File: config.mk
export PLATFORM = sky130hd
export DESIGN_NAME = bank_isu_arb
export DESIGN_NICKNAME = d
export VERILOG_FILES = /design/src/rtl/bank_pkg.sv /design/src/rtl/rr_arb.sv /design/src/rtl/bank_isu_arb.sv
export SDC_FILE = /design/constraint.sdc
export NUM_CORES = 1
export LEC_CHECK = 0
export ABC_CLOCK_PERIOD_IN_PS = 4000
export CAP_MARGIN = 10
export CORE_UTILIZATION = 40
export DETAILED_ROUTE_END_ITERATION = 6
export PLACE_DENSITY = 0.81
export SLEW_MARGIN = 20
export SYNTH_ARGS = -nofsm -noshare
export SYNTH_HDL_FRONTEND = slang
export SYNTH_HIERARCHICAL = 1
export SYNTH_SLANG_ARGS = --single-unit
File: constraint.sdc
create_clock -name clk_i -period 4 [get_ports clk_i]
set_input_delay 0.4 -clock clk_i [delete_from_list [all_inputs] [get_ports clk_i]]
set_output_delay 0.4 -clock clk_i [all_outputs]
set_load 0.01 [all_outputs]
File: src/rtl/bank_pkg.sv
// -----------------------------------------------------------------------------
// bank_pkg
//   Shared types and widths for the bank ISU -> SC issue path.
//   Holds the channel/opcode/payload widths, the opcode encoding, and the
//   isu_req_t record that describes one issued request. bank_isu reuses the
//   same record, so it is the single definition of an issue-slot payload.
// -----------------------------------------------------------------------------
package bank_pkg;

    localparam int NUM_CH = 4;   // requesting channels (power of two)
    localparam int CH_W   = 2;   // log2(NUM_CH)
    localparam int OP_W   = 2;   // opcode width
    localparam int SWO_W  = 7;   // set/way/offset width
    localparam int WBID_W = 8;   // write-buffer id width
    localparam int ROB_W  = 3;   // xbar ROB sequence number width

    // Every 2-bit code is named, so any value on an opcode bus maps to a member.
    typedef enum logic [OP_W-1:0] {
        OP_READ  = 2'd0,
        OP_WRITE = 2'd1,
        OP_EVICT = 2'd2,
        OP_FILL  = 2'd3
    } opcode_e;

    typedef struct packed {
        logic [CH_W-1:0]   ch_id;
        opcode_e           opcode;
        logic [SWO_W-1:0]  set_way_offset;
        logic [WBID_W-1:0] wbuffer_id;
        logic [ROB_W-1:0]  rob_num;
    } isu_req_t;

    // Sequence numbers wrap 2^ROB_W-1 -> 0 by plain modular increment.
    function automatic logic [ROB_W-1:0] rob_next(input logic [ROB_W-1:0] num);
        return num + 1'b1;
    endfunction

endpackage

File: src/rtl/rr_arb.sv
// -----------------------------------------------------------------------------
// rr_arb
//   Purely combinational round-robin pick. Scans elig_i starting at rr_ptr_i
//   and wrapping modulo NUM_CH; the first set bit wins.
//   Ports:
//     elig_i       in   NUM_CH  per-channel eligibility
//     rr_ptr_i     in   CH_W    channel with highest priority this cycle
//     grant_o      out  NUM_CH  one-hot grant, zero when nothing is eligible
//     grant_idx_o  out  CH_W    index of the granted channel (0 when none)
//     any_grant_o  out  1       some channel was granted
// -----------------------------------------------------------------------------
module rr_arb #(
    parameter  int NUM_CH = 4,
    localparam int CH_W   = $clog2(NUM_CH)
) (
    input  logic [NUM_CH-1:0] elig_i,
    input  logic [CH_W-1:0]   rr_ptr_i,
    output logic [NUM_CH-1:0] grant_o,
    output logic [CH_W-1:0]   grant_idx_o,
    output logic              any_grant_o
);

    logic [CH_W-1:0] scan_idx;

    // NOTE: every output of a combinational block gets a default before any
    // conditional assignment; otherwise paths that skip an assignment infer a latch.
    always_comb begin
        grant_o     = '0;
        grant_idx_o = '0;
        any_grant_o = 1'b0;
        scan_idx    = '0;
        for (int i = 0; i < NUM_CH; i++) begin
            // NUM_CH is a power of two, so truncation to CH_W is the modulo.
            scan_idx = rr_ptr_i + CH_W'(i);
            if (!any_grant_o && elig_i[scan_idx]) begin
                any_grant_o       = 1'b1;
                grant_idx_o       = scan_idx;
                grant_o[scan_idx] = 1'b1;
            end
        end
    end

endmodule

File: src/rtl/bank_isu_arb.sv
// -----------------------------------------------------------------------------
// bank_isu_arb
//   Round-robin arbiter plus a single-entry issue register in front of the
//   bank ISU -> SC path. One channel request is accepted per cycle and lands
//   in the issue slot on the next edge, tagged with its source channel and a
//   wrapping ROB sequence number. A draining slot may be refilled in the same
//   cycle, so back-to-back issue runs at one per cycle.
//   Ports:
//     clk_i, rst_i                clock, synchronous active-high reset
//     cfg_ch_en_i                 per-channel enable mask
//     req_valid_i / req_ready_o   per-channel request handshake (ready one-hot)
//     req_opcode_i, req_set_way_offset_i, req_wbuffer_id_i
//                                 packed per-channel payload, channel c at [c*W +: W]
//     isu_sc_valid_o / isu_sc_ready_i
//                                 issue slot handshake toward SC
//     isu_sc_channel_id_o, isu_sc_opcode_o, isu_sc_set_way_offset_o,
//     isu_sc_wbuffer_id_o, isu_sc_xbar_rob_num_o
//                                 issue slot payload
//   req_ready_o is combinational from req_valid_i; requesters must not make
//   req_valid_i depend on req_ready_o.
// -----------------------------------------------------------------------------
module bank_isu_arb
    import bank_pkg::*;
(
    input  logic                     clk_i,
    input  logic                     rst_i,
    input  logic [NUM_CH-1:0]        cfg_ch_en_i,
    input  logic [NUM_CH-1:0]        req_valid_i,
    output logic [NUM_CH-1:0]        req_ready_o,
    input  logic [NUM_CH*OP_W-1:0]   req_opcode_i,
    input  logic [NUM_CH*SWO_W-1:0]  req_set_way_offset_i,
    input  logic [NUM_CH*WBID_W-1:0] req_wbuffer_id_i,
    output logic                     isu_sc_valid_o,
    input  logic                     isu_sc_ready_i,
    output logic [CH_W-1:0]          isu_sc_channel_id_o,
    output logic [OP_W-1:0]          isu_sc_opcode_o,
    output logic [SWO_W-1:0]         isu_sc_set_way_offset_o,
    output logic [WBID_W-1:0]        isu_sc_wbuffer_id_o,
    output logic [ROB_W-1:0]         isu_sc_xbar_rob_num_o
);

    // -------------------------------------------------------------------------
    // State
    // -------------------------------------------------------------------------
    logic              valid_q,   valid_d;
    isu_req_t          slot_q,    slot_d;
    logic [CH_W-1:0]   rr_ptr_q,  rr_ptr_d;
    logic [ROB_W-1:0]  rob_cnt_q, rob_cnt_d;

    // -------------------------------------------------------------------------
    // Arbitration
    // -------------------------------------------------------------------------
    logic [NUM_CH-1:0] elig;
    logic [NUM_CH-1:0] arb_grant;
    logic [CH_W-1:0]   arb_grant_idx;
    logic              arb_any;
    logic              load_en;
    logic              accept;

    assign elig = req_valid_i & cfg_ch_en_i;

    rr_arb #(
        .NUM_CH (NUM_CH)
    ) u_rr_arb (
        .elig_i      (elig),
        .rr_ptr_i    (rr_ptr_q),
        .grant_o     (arb_grant),
        .grant_idx_o (arb_grant_idx),
        .any_grant_o (arb_any)
    );

    // The slot can take a new request when it is empty or draining this cycle.
    // Grants are suppressed while in reset so nothing is offered to requesters
    // that the reset edge would then throw away.
    assign load_en     = !valid_q || isu_sc_ready_i;
    assign accept      = load_en && arb_any && !rst_i;
    assign req_ready_o = accept ? arb_grant : '0;

    // -------------------------------------------------------------------------
    // Next-state
    // -------------------------------------------------------------------------
    always_comb begin
        valid_d   = valid_q;
        slot_d    = slot_q;
        rr_ptr_d  = rr_ptr_q;
        rob_cnt_d = rob_cnt_q;

        if (accept) begin
            // Replaces the slot even if it is draining this same cycle.
            valid_d               = 1'b1;
            slot_d.ch_id          = arb_grant_idx;
            slot_d.opcode         = opcode_e'(req_opcode_i[arb_grant_idx*OP_W +: OP_W]);
            slot_d.set_way_offset = req_set_way_offset_i[arb_grant_idx*SWO_W +: SWO_W];
            slot_d.wbuffer_id     = req_wbuffer_id_i[arb_grant_idx*WBID_W +: WBID_W];
            slot_d.rob_num        = rob_cnt_q;
            rr_ptr_d              = arb_grant_idx + 1'b1;
            rob_cnt_d             = rob_next(rob_cnt_q);
        end else if (valid_q && isu_sc_ready_i) begin
            // Drain with nothing to refill: payload keeps its last value.
            valid_d = 1'b0;
        end
        // Idle or stall: pointer and counter hold.
    end

    // -------------------------------------------------------------------------
    // Registers
    // -------------------------------------------------------------------------
    // NOTE: sequential state uses non-blocking assignments so every flop
    // samples the pre-edge values, independent of statement order.
    always_ff @(posedge clk_i) begin
        if (rst_i) begin
            valid_q   <= 1'b0;
            // NOTE: the slot payload is reset as well (it is only a few flops
            // and downstream sees defined zeros after reset); a pending slot
            // is simply dropped, never handshaken.
            slot_q    <= '0;
            rr_ptr_q  <= '0;
            rob_cnt_q <= '0;
        end else begin
            valid_q   <= valid_d;
            slot_q    <= slot_d;
            rr_ptr_q  <= rr_ptr_d;
            rob_cnt_q <= rob_cnt_d;
        end
    end

    // -------------------------------------------------------------------------
    // Outputs
    // -------------------------------------------------------------------------
    assign isu_sc_valid_o          = valid_q;
    assign isu_sc_channel_id_o     = slot_q.ch_id;
    assign isu_sc_opcode_o         = slot_q.opcode;
    assign isu_sc_set_way_offset_o = slot_q.set_way_offset;
    assign isu_sc_wbuffer_id_o     = slot_q.wbuffer_id;
    assign isu_sc_xbar_rob_num_o   = slot_q.rob_num;

endmodule

==> impl_results.md <==
- CTS HTree Levels: 1
- Vias per cell: ~5.5
- Num CTS Buffers: 3
- Switching share of power: between 30% and 40%
- Largest net degree at the start of global routing: 31
- Combinational Power Share: around two thirds
- Syn_nets: just under 300
- Post-CTS Resized: 0
- Register area share after synthesis: a little over a quarter
- Final core utilization: about two thirds
- Initial DRC count: 170
- Max FO, Critical Path: 10
- Status: completed
- Setup bufs post-CTS: 0
- Storage cell area: approximately 560 sq um
- Multi-input logic area: about 0.0013 sq mm
- Total congestion overflow: 0
- Mapped Area: 0.00205 sq mm
- Measured slew at the worst slew-check pin: between 1 and 1.5 ns
- Hold Crit Class: reg -> reg
- Routed len/inst: between 15 and 20 um
- Max incr delay on CP: 0.55 ns
- First-pass DRT Iterations: 4
- RD Place Congestion: approximately 0.85
- Mapped Avg Cell Area: 10.0 sq um
- Post-synth EDFFs: 0
- Post-DP HPWL: between 4000 and 5000 um
- Tot Pwr: 2.09 mW
- Initial Util: 42.5%
- Slew Limit Fails: 0
- Number of global-route vias before repair: 1886
- Slowest CP cell: clkdlybuf4s50_1
- Latest clock arrival within the worst-skew pair: about 0.28 ns
- Clk pwr share: between 10% and 20%
- Post-Layout Inst Area: 0.00312 sq mm
- Post-Syn Instances: between 200 and 250
- Final setup margin: approximately 0.5 ns
- Dpl cells: about 360
- Maximum vdd ir drop: 352 uV
- Nets: approximately 380
- RSZ-0062 raised after global routing: no
- Final Setup Violations: 0
- Antenna cells: 0
- Maxcap violations: 0
- Hold_ws: roughly 0.48 ns
- Hold Fails Final Rpt: 0
- Crit path cell chain: inv_1, ha_1, mux4_2, nor4b_4, a22oi_1, o21ai_0, and2_1, clkdlybuf4s50_1
- Area grow syn2layout: 52.1%
- I/O pin cnt: approximately 110
- Max clock buf depth: 2
- Clk root buf: clkbuf_8
- Quantity of hold-fixing buffers added after cts: 0
- Netlist cell types: 38
- Post-DP Area: 0.00305 sq mm
- GRT Total Usage: between 20% and 30%
- Synth Register Bits: 28
- Die Y: around 74 um
- Die width: 73.6 um
- Req. time, crit path: ~3.6 ns
- Leakage power: about 1.1 nW
- Core Box Area: a little under 0.005 sq mm
- First-pass GRT wire length: between 8000 and 9000 um
- Share of layout cells above drive strength 1: around an eighth
- Reg clk slew, reported paths: approximately 0.090 ns
- Clock skew: 0.00289 ns
- Fin cells: approximately 370
- Critical path class: reg -> out
- Initial antenna violation count: 0
- P per Cell Area: slightly below 700 mW/mm^2
- Power Internal: approximately 1.3 mW
- Filler cells: 417
- Clock tree sinks: 28
- Yosys warning total: 6
- Post-DRT Antenna Nets: 0
- Post-Route Setup TNS: 0 ns
- DIE AREA: around 0.0054 sq mm
- Vias post-DR: a little over 2000
- CTS tree: built
- Fmax: 0.286 GHz
- PortBufs: 105
- Synth async-reset ratio: 0%
- Startpoint Class: flop
- CP arrival: 3.10 ns
- Max_slew headroom: 31.2%
- Rows: 25
- Final period util: between 80 and 90%
- Endpoint class of the critical path: output port
- # DRC: 0
- Detailed-route wire length: about 5600 um
- Post-route minimum period: 3.50 ns
- Reg power frac: roughly 23%
- Psw: between 0.8 and 0.9 mW
- Post-Place Worst Slack: around 0.36 ns
- Dominant synthesized flop cell: dfxtp_1
[power by group through the flow]
stage          clock network (mW)  logic, mW  registers [mW]
2_1_floorplan                   0       1.01           0.523
3_3_place_gp                    0       1.37           0.476
3_5_place_dp                    0       1.40           0.483
4_1_cts                     0.227       1.41           0.478
5_1_grt                     0.236       1.53           0.493
6_report                    0.222       1.40           0.477
[layout by cell type (no fill, tap or decap), types with 2 or more instances in the layout]
cell	count
nor3_1	2
buf_4	6
a21oi_1	29
dfxtp_1	28
mux4_2	19
ha_1	6
or3_1	2
clkbuf_8	3
and2_1	8
a22oi_1	8
nand2b_1	2
nand3_1	23
clkdlybuf4s50_1	105
o21ai_1	6
mux2_2	2
inv_1	4
mux4_1	2
o21ai_0	24
nor2_1	2
[worst max-delay path: cells and delay by family, from the launching register on]
| kind | cells | cell delay, ns |
|---|---|---|
| AO/OA/AOI/OAI | 2 | 0.19 |
| multiplexers | 1 | 0.45 |
| buffers and inverters | 2 | 0.71 |
| adder cells (fa/ha/maj) | 1 | 0.39 |
| AND/OR/NAND/NOR | 2 | 0.55 |
| flip-flops | 1 | 0.54 |
[area by class of cell]
cell class | count | area share [%]
Clock buffer | 3 | 1.32
Clock inverter | 1 | 0.963
Inverter | 6 | 0.723
Multi-Input combinational cell | 149 | 41.1
Sequential cell | 28 | 18.0
Tap cell | 67 | 2.69
Timing Repair Buffer | 111 | 35.2
[metal layers]
| metal | routed length [um] | global-route usage, % | vias to the layer above |
|---|---|---|---|
| met1 | 2210 | 25.4 | 971 |
| met5 | 0 | 0 | - |
| li1 | - | - | 972 |
| met2 | 3110 | 38.9 | 62 |
| met4 | 85 | 6.84 | 0 |
| met3 | 217 | 2.06 | 9 |
[final timing paths]
| check | slack, ns | cells past startpoint | from | endpoint |
|---|---|---|---|---|
| worst min-delay path | 0.48 | 2 | isu_sc_set_way_offset_o[6] | isu_sc_set_way_offset_o[6] |
| worst max-delay path | 0.50 | 8 | rr_ptr_q[1] | req_ready_o[2] |
| worst max register to register | 0.53 | 8 | rr_ptr_q[1] | isu_sc_opcode_o[0] |
| worst min register to register | 0.48 | 2 | isu_sc_set_way_offset_o[6] | isu_sc_set_way_offset_o[6] |
[kinds of logic (layout without fill, tap and decap cells)]
| kind of cell | after synthesis | after routing | share of synthesized area (%) |
|---|---|---|---|
| buffers and inverters | 28 | 121 | 10.9 |
| AND/OR/NAND/NOR | 45 | 45 | 12.9 |
| AO/OA/AOI/OAI | 73 | 73 | 19.8 |
| multiplexers | 24 | 24 | 25.0 |
| flip-flops | 28 | 28 | 27.4 |
| XOR/XNOR | 1 | 1 | 0.427 |
| adder cells (fa/ha/maj) | 6 | 6 | 3.66 |
[registers in the layout, indices dropped and copies added (netlist names)]
name                     cells
isu_sc_opcode_o              2
isu_sc_xbar_rob_num_o        3
rr_ptr_q                     2
isu_sc_wbuffer_id_o          8
rob_cnt_q                    3
isu_sc_valid_o               1
isu_sc_channel_id_o          2
isu_sc_set_way_offset_o      7
[synthesized netlist by cell type (4+ instances only)]
cell / n / share of area (%)
a21oi_1: 29 / 7.1
nand3_1: 23 / 5.6
mux4_2: 19 / 21
ha_1: 6 / 3.7
inv_1: 4 / 0.73
and2_1: 8 / 2.4
o21ai_0: 24 / 5.9
buf_6: 7 / 3.8
dfxtp_1: 28 / 27
buf_2: 4 / 0.98
o21ai_1: 6 / 1.5
a22oi_1: 8 / 2.9
(Power assumes the default switching activity.)
